<file path="src/rtl/paralelo_serial_tx.sv">
// Parallel-to-serial transmitter: sends COMMA bytes after reset until the
// receiver has had MIN_SYNC alignment bytes, then shifts offered bytes out MSB-first.
module paralelo_serial_tx #(
  parameter int unsigned MIN_SYNC = 4,
  parameter logic [7:0]  COMMA    = 8'hBC
) (
  input  logic       clk_32f,
  input  logic       reset,
  input  logic [7:0] data_in,
  input  logic       valid_in,
  output logic       load_ack,
  output logic       serial_out,
  output logic       valid_out,
  output logic       active
);

  typedef enum logic {
    SYNC   = 1'b0,
    ACTIVE = 1'b1
  } state_t;

  state_t     state, state_nxt;
  logic [2:0] bit_cnt;
  logic [7:0] shift_reg;
  logic [7:0] next_byte;
  logic [3:0] sync_cnt, sync_cnt_nxt;
  logic       load;
  logic       accept;

  always_ff @(posedge clk_32f) begin
    if (!reset) state <= SYNC;
    else        state <= state_nxt;
  end

  // The load that completes sync still carries COMMA; data starts one byte later.
  always_comb begin
    load         = (bit_cnt == 3'd0);
    accept       = (state == ACTIVE) && valid_in;
    next_byte    = accept ? data_in : COMMA;
    state_nxt    = state;
    sync_cnt_nxt = sync_cnt;
    if (load && (state == SYNC)) begin
      sync_cnt_nxt = sync_cnt + 4'd1;
      if (sync_cnt == 4'(MIN_SYNC - 1)) state_nxt = ACTIVE;
    end
  end

  always_ff @(posedge clk_32f) begin
    if (!reset) begin
      bit_cnt    <= '0;
      shift_reg  <= '0;
      sync_cnt   <= '0;
      serial_out <= 1'b0;
      valid_out  <= 1'b0;
      load_ack   <= 1'b0;
      active     <= 1'b0;
    end else begin
      bit_cnt  <= bit_cnt + 3'd1;
      sync_cnt <= sync_cnt_nxt;
      active   <= (state_nxt == ACTIVE);
      if (load) begin
        serial_out <= next_byte[7];
        shift_reg  <= {next_byte[6:0], 1'b0};
        valid_out  <= accept;
        load_ack   <= accept;
      end else begin
        serial_out <= shift_reg[7];
        shift_reg  <= {shift_reg[6:0], 1'b0};
        load_ack   <= 1'b0;
      end
    end
  end

endmodule

</file>
<file path="config.mk">
export PLATFORM = sky130hd
export DESIGN_NAME = paralelo_serial_tx
export DESIGN_NICKNAME = d
export VERILOG_FILES = /design/src/rtl/paralelo_serial_tx.sv
export SDC_FILE = /design/constraint.sdc
export NUM_CORES = 1
export LEC_CHECK = 0
export ABC_AREA = 1
export BUFFER_PORTS_ARGS = -buffer_cell sky130_fd_sc_hd__buf_2
export CORE_ASPECT_RATIO = 0.8
export CORE_MARGIN = 2
export CORE_UTILIZATION = 26
export CTS_CLUSTER_DIAMETER = 80
export DETAILED_ROUTE_END_ITERATION = 10
export PLACE_DENSITY = 0.52
export SYNTH_ARGS = -nofsm -noshare
export SYNTH_HDL_FRONTEND = slang
export SYNTH_SLANG_ARGS = --single-unit
</file>
<file path="constraint.sdc">
create_clock -name clk_32f -period 1.04 [get_ports clk_32f]
set_input_delay 0.052 -clock clk_32f [delete_from_list [all_inputs] [get_ports clk_32f]]
set_output_delay 0.052 -clock clk_32f [all_outputs]
set_load 0.02 [all_outputs]
</file>
==> results.ini, run 1 <==
[die]
initial_utilization_pct=28.2
core_region_area_um2=2520
fp-row-count=16
die_w_um=62.5
die_y_um=50.8
pin_count=15
die_area_um2=3170

[synth]
yosysSeqAreaShare_pct=50.7
yosys_register_bits=18
avgSynthCellArea_um2=7.90
synth_top_area_share_pct=50.7
yosys.area.top_type=dfxtp_1
async_flop_share_pct=0
syn-num-nets=104
synth_area_leaders=dfxtp_1, nand2_1, nor2_1
netlist_instances=90
synth_commonest_cells=dfxtp_1, nand2_1, nor2_1
synthFlopType=dfxtp_1
yosysWarnings=0
syn-cell-area_um2=711
synth-edff-count=0
ys_types=15

[power]
p_seq_share_pct=53.3
clock_power_share_pct=30.6
netSwitchingPower_uw=373
vdd_drop_max_mv=0.540
intPower_mw=1.06
comb_power_share_pct=16.0
fin_total_pwr_mw=1.43
power_density_nw_per_um2=1450
leakage_nw=0.458
p_sw_share_pct=26.0

[place]
place_area_um2=838
numPortBuffers=14
hpwl_um=976
routabilityCongestion=0.703
place_inst=141

[grt]
grt_pass1_wl_um=2390
overflow=0
grt_usage_pct=10.5
grt_pass1_vias=566
grt_max_degree=13
antenna_found_initial=0

[worst_setup_path]
worstSetupPathType=reg -> reg
crit_path_max_fanout=6
crit_path_start_kind=flip-flop
endpoint_kind=flip-flop
cp_data_arrival_time_ps=1260
critPathRequiredTime_ps=1280

[finish]
fin_cells=153
area_growth_pct=38.9
n_antenna_cell=0
finalInstanceArea_um2=987
fin_nets=132
largest_reg_flops=7
layout-drive-gt1-share_pct=34.2

[sta]
period_share_pct=98.6
worstMarginPinSlew_ps=222
slew_viol_final=0
timing.fmax_mhz=975
setup_viol=0
slew_headroom_pct=85.2
period_minus_slack_ps=1030
finalHoldViolations=0
skew_ps=6.95
rsz0062_at_grt=true

[worst_hold_path]
min_path_type=in -> reg

[routing]
drc=0
routed-via-count=611
viasPerCell=3.99
dr.pass1.iters=4
wl_per_cell_um=9.07
drt_iter0_markers=28
ant_nets=0
routed_wl_um=1390

[clock_tree]
cts_root_buf=clkbuf_4
post-cts-setup-buffer-count=0
tritoncts=done
cts.path.max_buffers=2
cts_sinks=18
cts_max_level=1
clock_latency_ps=300
cts_buffers=3
clkTransAtPathRegs_ps=110

[job]
maxCapViolCount=0

[run_status]
status=complete, no violations

==> layout by cell type (no fill, tap or decap) <==
cell	netlist	layout
xnor2_1	1	1
ha_4	0	1
a21oi_1	5	4
nand2_4	1	1
nand3_2	0	1
buf_4	0	2
ha_1	3	2
nand2_2	2	2
inv_1	11	7
buf_2	1	14
nand2_1	18	18
nor2_4	2	2
o21ai_2	0	1
dfxtp_2	0	4
o21ai_1	0	4
clkbuf_8	0	1
dfxtp_1	18	14
a21oi_2	0	1
nand3_1	5	4
nor2_1	15	15
inv_2	2	6
nor3_2	0	1
dlygate4sd3_1	0	8
clkbuf_4	0	3
==> worst max-delay path, cell delays in order, from the launching register on <==
cell,delay (ps)
dfxtp_2,340
inv_2,60
ha_4,140
nand2_4,70
nor2_4,160
nand2_1,90
a21oi_2,120
==> metal layers <==
layer | wire (um) | GRT usage (%) | vias to the layer above | part of all wire, %
li1 | - | - | 328 | -
met4 | 43 | 6.67 | 0 | 3.1
met3 | 64 | 4.71 | 5 | 4.6
met2 | 547 | 14.9 | 13 | 39
met5 | 0 | 0 | - | 0
met1 | 731 | 12.9 | 265 | 53
==> path summary, 6_finish.rpt <==
path,startpoint,to,slack (ps),cells after the start
min,reset,sync_cnt[3],80,3
max reg2reg,bit_cnt[0],active,10,6
min reg2reg,shift_reg[1],shift_reg[2],460,2
max,bit_cnt[0],active,10,6
==> kinds of logic (layout without fill, tap and decap cells) <==
family	after synthesis	in the layout	share of synthesized area [%]
xor gates and xnor gates	1	1	1.23
buffers and inverters	14	41	7.57
adders and majority gates	3	3	5.28
DFF	18	18	50.7
AOI/OAI and AO/OA	10	10	7.04
and+or+nand+nor	44	44	28.2
==> area by class of cell <==
cell class	instances	area, um^2
fillers	262	1540
flip-flops and latches	18	365
multi-input cells	58	327
repair buffers	24	165
inverters	13	48.8
well taps	36	45.0
clock buffers	4	36.3
==> power groups by stage <==
stage               Clock, mW  Sequential [mW]  Combinational [mW]
global route            0.493            0.770               0.261
finish                  0.439            0.764               0.230
global placement            0            0.776               0.187
detailed placement          0            0.774               0.191
floorplan                   0            0.778               0.121
CTS                     0.458            0.763               0.230
==> metrics by stage <==
step / utilization, % / worst slack [ps] / hold slack (ps) / setup TNS, ps
CTS: 38.5 / -13.0 / 62.2 / -21.6
floorplan: - / 0.813 / 155 / 0
finish: 39.1 / 14.6 / 76.7 / 0
detailed placement: 33.2 / -53.8 / 256 / -268
global placement: 33.2 / -42.4 / 251 / -190
global route: 39.1 / -70.4 / 77.5 / -541
==> timing repair <==
| action | CTS | global route |
|---|---|---|
| setup endpoints to repair | 12 | 13 |
| pin swaps | 1 | 2 |
| hold buffers | 8 | 0 |
| hold endpoints to repair | 8 | 0 |
| resized for setup | 12 | 6 |
(Power assumes the default switching activity.)
==> run 2, diff against run 1 <==
PLACE_DENSITY = default   (was 0.52)
PLACE_DENSITY_LB_ADDON = 0.05   (was default)
==> run 2 against run 1 <==
Maximum frequency is 5.4% lower. Via count is 0.33% higher. Sequential power is 0.5% lower. Highest routed layer unchanged. The run now ends with negative setup slack left. Critical endpoint is now shift_reg[2].
==> results.ini, run 2 (same netlist as run 1, synthesis figures left out) <==
[grt]
antenna_found_initial=0
grt_usage_pct=9.73
overflow=0
grt_pass1_vias=555
grt_max_degree=13
grt_pass1_wl_um=2320

[worst_setup_path]
cp_data_arrival_time_ps=1330
path_delay_family=simple AND/OR/NAND/NOR gates
crit_chain=inv_2 > ha_4 > nand2_8 > nor2_4 > nand2_2 > inv_2 > nand2_1 > nand2_1
worstSetupPathType=reg -> reg
cp_slowest_stage_delay_ps=340
crit_path_max_fanout=5
crit_buf_inv=2
critPathRequiredTime_ps=1280
endpoint_kind=flip-flop
r2r.worst_path.cells=8
crit_path_start_kind=flip-flop
cp.depth=8
cp_slowest_cell=dfxtp_2

[power]
leakage_nw=0.474
p_seq_share_pct=51.8
comb_power_share_pct=18.8
netSwitchingPower_uw=375
intPower_mw=1.09
vdd_drop_max_mv=0.693
clock_power_share_pct=29.4
p_sw_share_pct=25.6
power_density_nw_per_um2=1420

[finish]
finalInstanceArea_um2=1030
mostFrequentLayoutCell=nand2_1
area_growth_pct=45.4
layout-drive-gt1-share_pct=38.0
layout_common_cells=nand2_1, dfxtp_1, buf_2
largest_reg_flops=7
fin_nets=136
n_antenna_cell=0

[die]
pin_count=15
core_region_area_um2=2520
initial_utilization_pct=28.2
die_w_um=62.5
die_area_um2=3170
fp-row-count=16
die_y_um=50.8

[routing]
route.met2.wl_um=656
routed-via-count=613
topRoutingLayerUsed=met4
drt_iter0_markers=18
dr.pass1.iters=4
ant_nets=0
m1WireLength_um=706
routed_wl_um=1460
viasPerCell=3.90
drc=0
wl_met3_um=79
wl_per_cell_um=9.28

[sta]
slew_viol_final=0
period_share_pct=104
setup_viol=9
tns_ps=-150
skew_ps=1.43
finalHoldViolations=0
timing.fmax_mhz=923
rsz0062_at_grt=true
fin_ws_ps=-43.9
period_minus_slack_ps=1080
slew_headroom_pct=86.3
worstMarginPinSlew_ps=206

[place]
place_area_um2=861
hpwl_um=967
routabilityCongestion=0.719
numPortBuffers=14
preCtsSetupSlack_ps=-65.7

[clock_tree]
tritoncts=done
clkTransAtPathRegs_ps=100
clock_latency_ps=290
cts.path.max_buffers=2
cts_max_level=1
cts_buffers=3
cts_sinks=18
cts_root_buf=clkbuf_4

[run_status]
violations=negative setup slack
status=finished, violations left

[job]
maxCapViolCount=0

[worst_hold_path]
min_path_cells=3
min_path_type=in -> reg

## run 2: changes by cell type in the layout (fill, tap and decap cells not counted), sizes merged
cell	delta
buf	+4
## run 2: worst reg2reg max path: stages, from the launching register on
cell	delay [ps]
dfxtp_2	340
inv_2	60
ha_4	170
nand2_8	70
nor2_4	120
nand2_2	90
inv_2	80
nand2_1	50
nand2_1	50
## run 2: stage by stage
stage                     instances  util (%)  total power [mW]  hold WS (ps)
after detailed placement        144      34.1             0.985           251
after global routing            157      41.0              1.56          75.4
final                           157      41.0              1.47          62.7
after CTS                       157      39.7              1.47          56.0
after floorplan                  90         -             0.899           155
after global placement          144      34.1             0.988           251
## run 2: area by class of cell
cell class              instances  area, um^2
flip-flops and latches         18         363
clock buffers                   4        36.3
well taps                      36        45.0
fillers                       273        1490
inverters                      13        51.3
multi-input cells              58         343
repair buffers                 28         195
## run 2: power groups by stage
stage                     Sequential [mW]  Combinational [mW]  Clock, mW
after global routing                0.764               0.310      0.489
final                               0.760               0.275      0.430
after floorplan                     0.778               0.121          0
after detailed placement            0.772               0.213          0
after CTS                           0.760               0.258      0.452
after global placement              0.773               0.215          0
## run 2: layer usage
layer | up-vias | GRT usage, %
li1 | 337 | -
met1 | 261 | 11.6
met2 | 13 | 15.8
met3 | 2 | 4.26
met4 | 0 | 3.33
met5 | - | 0
## run 2: path summary, 6_finish.rpt
path / end / from / slack, ps
max reg2reg: shift_reg[2] / bit_cnt[1] / -40
min: bit_cnt[1] / reset / 60
min reg2reg: shift_reg[2] / shift_reg[1] / 460
max: shift_reg[2] / bit_cnt[1] / -40
## run 2: repair_timing
item / in CTS / in global routing
hold buffers: 8 / 0
buffers inserted: 1 / 0
pin swaps: 4 / 7
gates resized for setup: 10 / 9
hold endpoints to repair: 8 / 0
setup endpoints to repair: 12 / 13
==> run 3, diff against run 2 <==
BUFFER_PORTS_ARGS = -buffer_cell sky130_fd_sc_hd__clkbuf_2   (was -buffer_cell sky130_fd_sc_hd__buf_2)
==> run 3 against run 2 <==
First-iteration DRC count down 61%. The run still ends with negative setup slack left. Largest power group unchanged. Critical endpoint is now sync_cnt[3]. Sequential power about the same. Clock power down 1%. Largest cell class unchanged.
==> results.ini, run 3 (same netlist as run 1, synthesis figures left out) <==
[clock_tree]
cts_max_level=1
cts_root_buf=clkbuf_4
cts_sinks=18
cts_buffers=3
cts.path.max_buffers=2
clkTransAtPathRegs_ps=100
clock_latency_ps=290
tritoncts=done

[routing]
drt_iter0_markers=7
routed-via-count=614
viasPerCell=3.89
dr.pass1.iters=3
wl_per_cell_um=8.81
drc=0
routed_wl_um=1390
ant_nets=0

[worst_hold_path]
min_path_type=in -> reg
min_path_cells=3
hold_path_end=bit_cnt[1]
hp-start=reset

[sta]
hold_ws_ps=113
timing.fmax_mhz=947
worstMarginPinSlew_ps=248
setup_viol=5
finalHoldViolations=0
period_share_pct=101
period_minus_slack_ps=1060
skew_ps=3.29
rsz0062_at_grt=true
slew_viol_final=0
slew_headroom_pct=83.5
fin_ws_ps=-15.6

[finish]
area_growth_pct=44.4
layout_common_cells=nand2_1, dfxtp_1, nor2_1
n_antenna_cell=0
fin_nets=137
mostFrequentLayoutCell=nand2_1
layout-drive-gt1-share_pct=33.6
largest_reg_flops=7
fin_cells=158

[die]
die_w_um=62.5
initial_utilization_pct=28.2
fp-row-count=16
die_area_um2=3170
core_region_area_um2=2520
die_y_um=50.8
pin_count=15

[worst_setup_path]
rrSetupSlack_ps=-20
timing.rr.end=sync_cnt[3]
cp_slowest_cell=dfxtp_2
worstSetupPathType=reg -> reg
cp_slowest_stage_delay_ps=340
path_delay_family=simple AND/OR/NAND/NOR gates
r2r-start=bit_cnt[1]
crit_path_start_kind=flip-flop
critPathRequiredTime_ps=1230
crit_path_max_fanout=6
crit_buf_inv=1
cp_data_arrival_time_ps=1250
endpoint_kind=flip-flop
r2r.worst_path.cells=7
crit_chain=inv_2 > ha_4 > nand2_8 > nor2_4 > nand3_2 > nand2_1 > nor2_1

[run_status]
status=finished, violations left
violations=negative setup slack

[place]
hpwl_um=953
numPortBuffers=14
routabilityCongestion=0.717
place_inst=145

[grt]
grt_max_degree=13
grt_pass1_vias=543
overflow=0
antenna_found_initial=0
grt_pass1_wl_um=2340
grt_usage_pct=9.89

[power]
leakage_nw=0.481
power_density_nw_per_um2=1420
fin_total_pwr_mw=1.46
vdd_drop_max_mv=0.878

[job]
maxCapViolCount=0

==> run 3: cell types whose count changed in the layout (fill, tap and decap cells not counted) <==
cell / before / now
buf_4: 6 / 7
clkbuf_2: 0 / 14
nor2_1: 10 / 15
inv_4: 1 / 0
o21ai_0: 3 / 0
o21ai_1: 2 / 5
nor2_2: 5 / 0
inv_1: 7 / 8
buf_2: 14 / 0
==> run 3: timing repair <==
action,in CTS,in global routing
gates cloned,0,0
buffers inserted,1,0
setup endpoints to repair,12,12
hold buffers,8,0
pin swaps,6,7
resized for setup,8,7
hold endpoints to repair,8,0
==> run 3: routing by layer <==
layer / vias to the layer above / global-route usage (%) / share of wire, %
met4: 0 / 3.33 / 0.93
met1: 262 / 11.9 / 50
li1: 340 / - / -
met2: 10 / 15.4 / 44
met5: - / 0 / 0
met3: 2 / 4.93 / 4.5
==> run 3: final cells by class <==
type	instances	area (um^2)
clock buffers	4	36.3
multi-input cells	58	330
repair buffers	29	203
fillers	282	1500
well taps	36	45.0
inverters	13	48.8
flip-flops and latches	18	363
==> run 3: power by group <==
group | total (mW) | switching, mW | internal [mW]
combinational | 0.276 | 0.136 | 0.140
clock | 0.424 | 0.211 | 0.213
sequential | 0.759 | 0.0214 | 0.738
total | 1.46 | 0.368 | 1.09
==> run 3: worst max path at each step <==
stage                from           end  slack [ps]  cells past startpoint
2_1_floorplan      active    serial_out         0.8                      5
3_3_place_gp   bit_cnt[1]  shift_reg[6]         -50                      7
3_5_place_dp   bit_cnt[0]    serial_out         -70                      6
4_1_cts        bit_cnt[1]        active         -60                      6
5_1_grt        bit_cnt[1]        active         -90                      6
6_report       bit_cnt[1]   sync_cnt[3]         -20                      7
==> run 3: per-stage QoR <==
step	setup TNS, ps	worst slack (ps)	utilization [%]	area, um^2
2_1_floorplan	0	0.813	-	713
3_3_place_gp	-256	-48.7	34.4	868
3_5_place_dp	-383	-66.7	34.4	868
4_1_cts	-241	-60.8	40.0	1010
5_1_grt	-898	-91.5	40.7	1030
6_report	-48.6	-15.6	40.7	1030
==> run 3: worst min-delay path, cell delays in order <==
cell and delay (ps):
clkbuf_2 190, nand2_1 100, inv_1 30
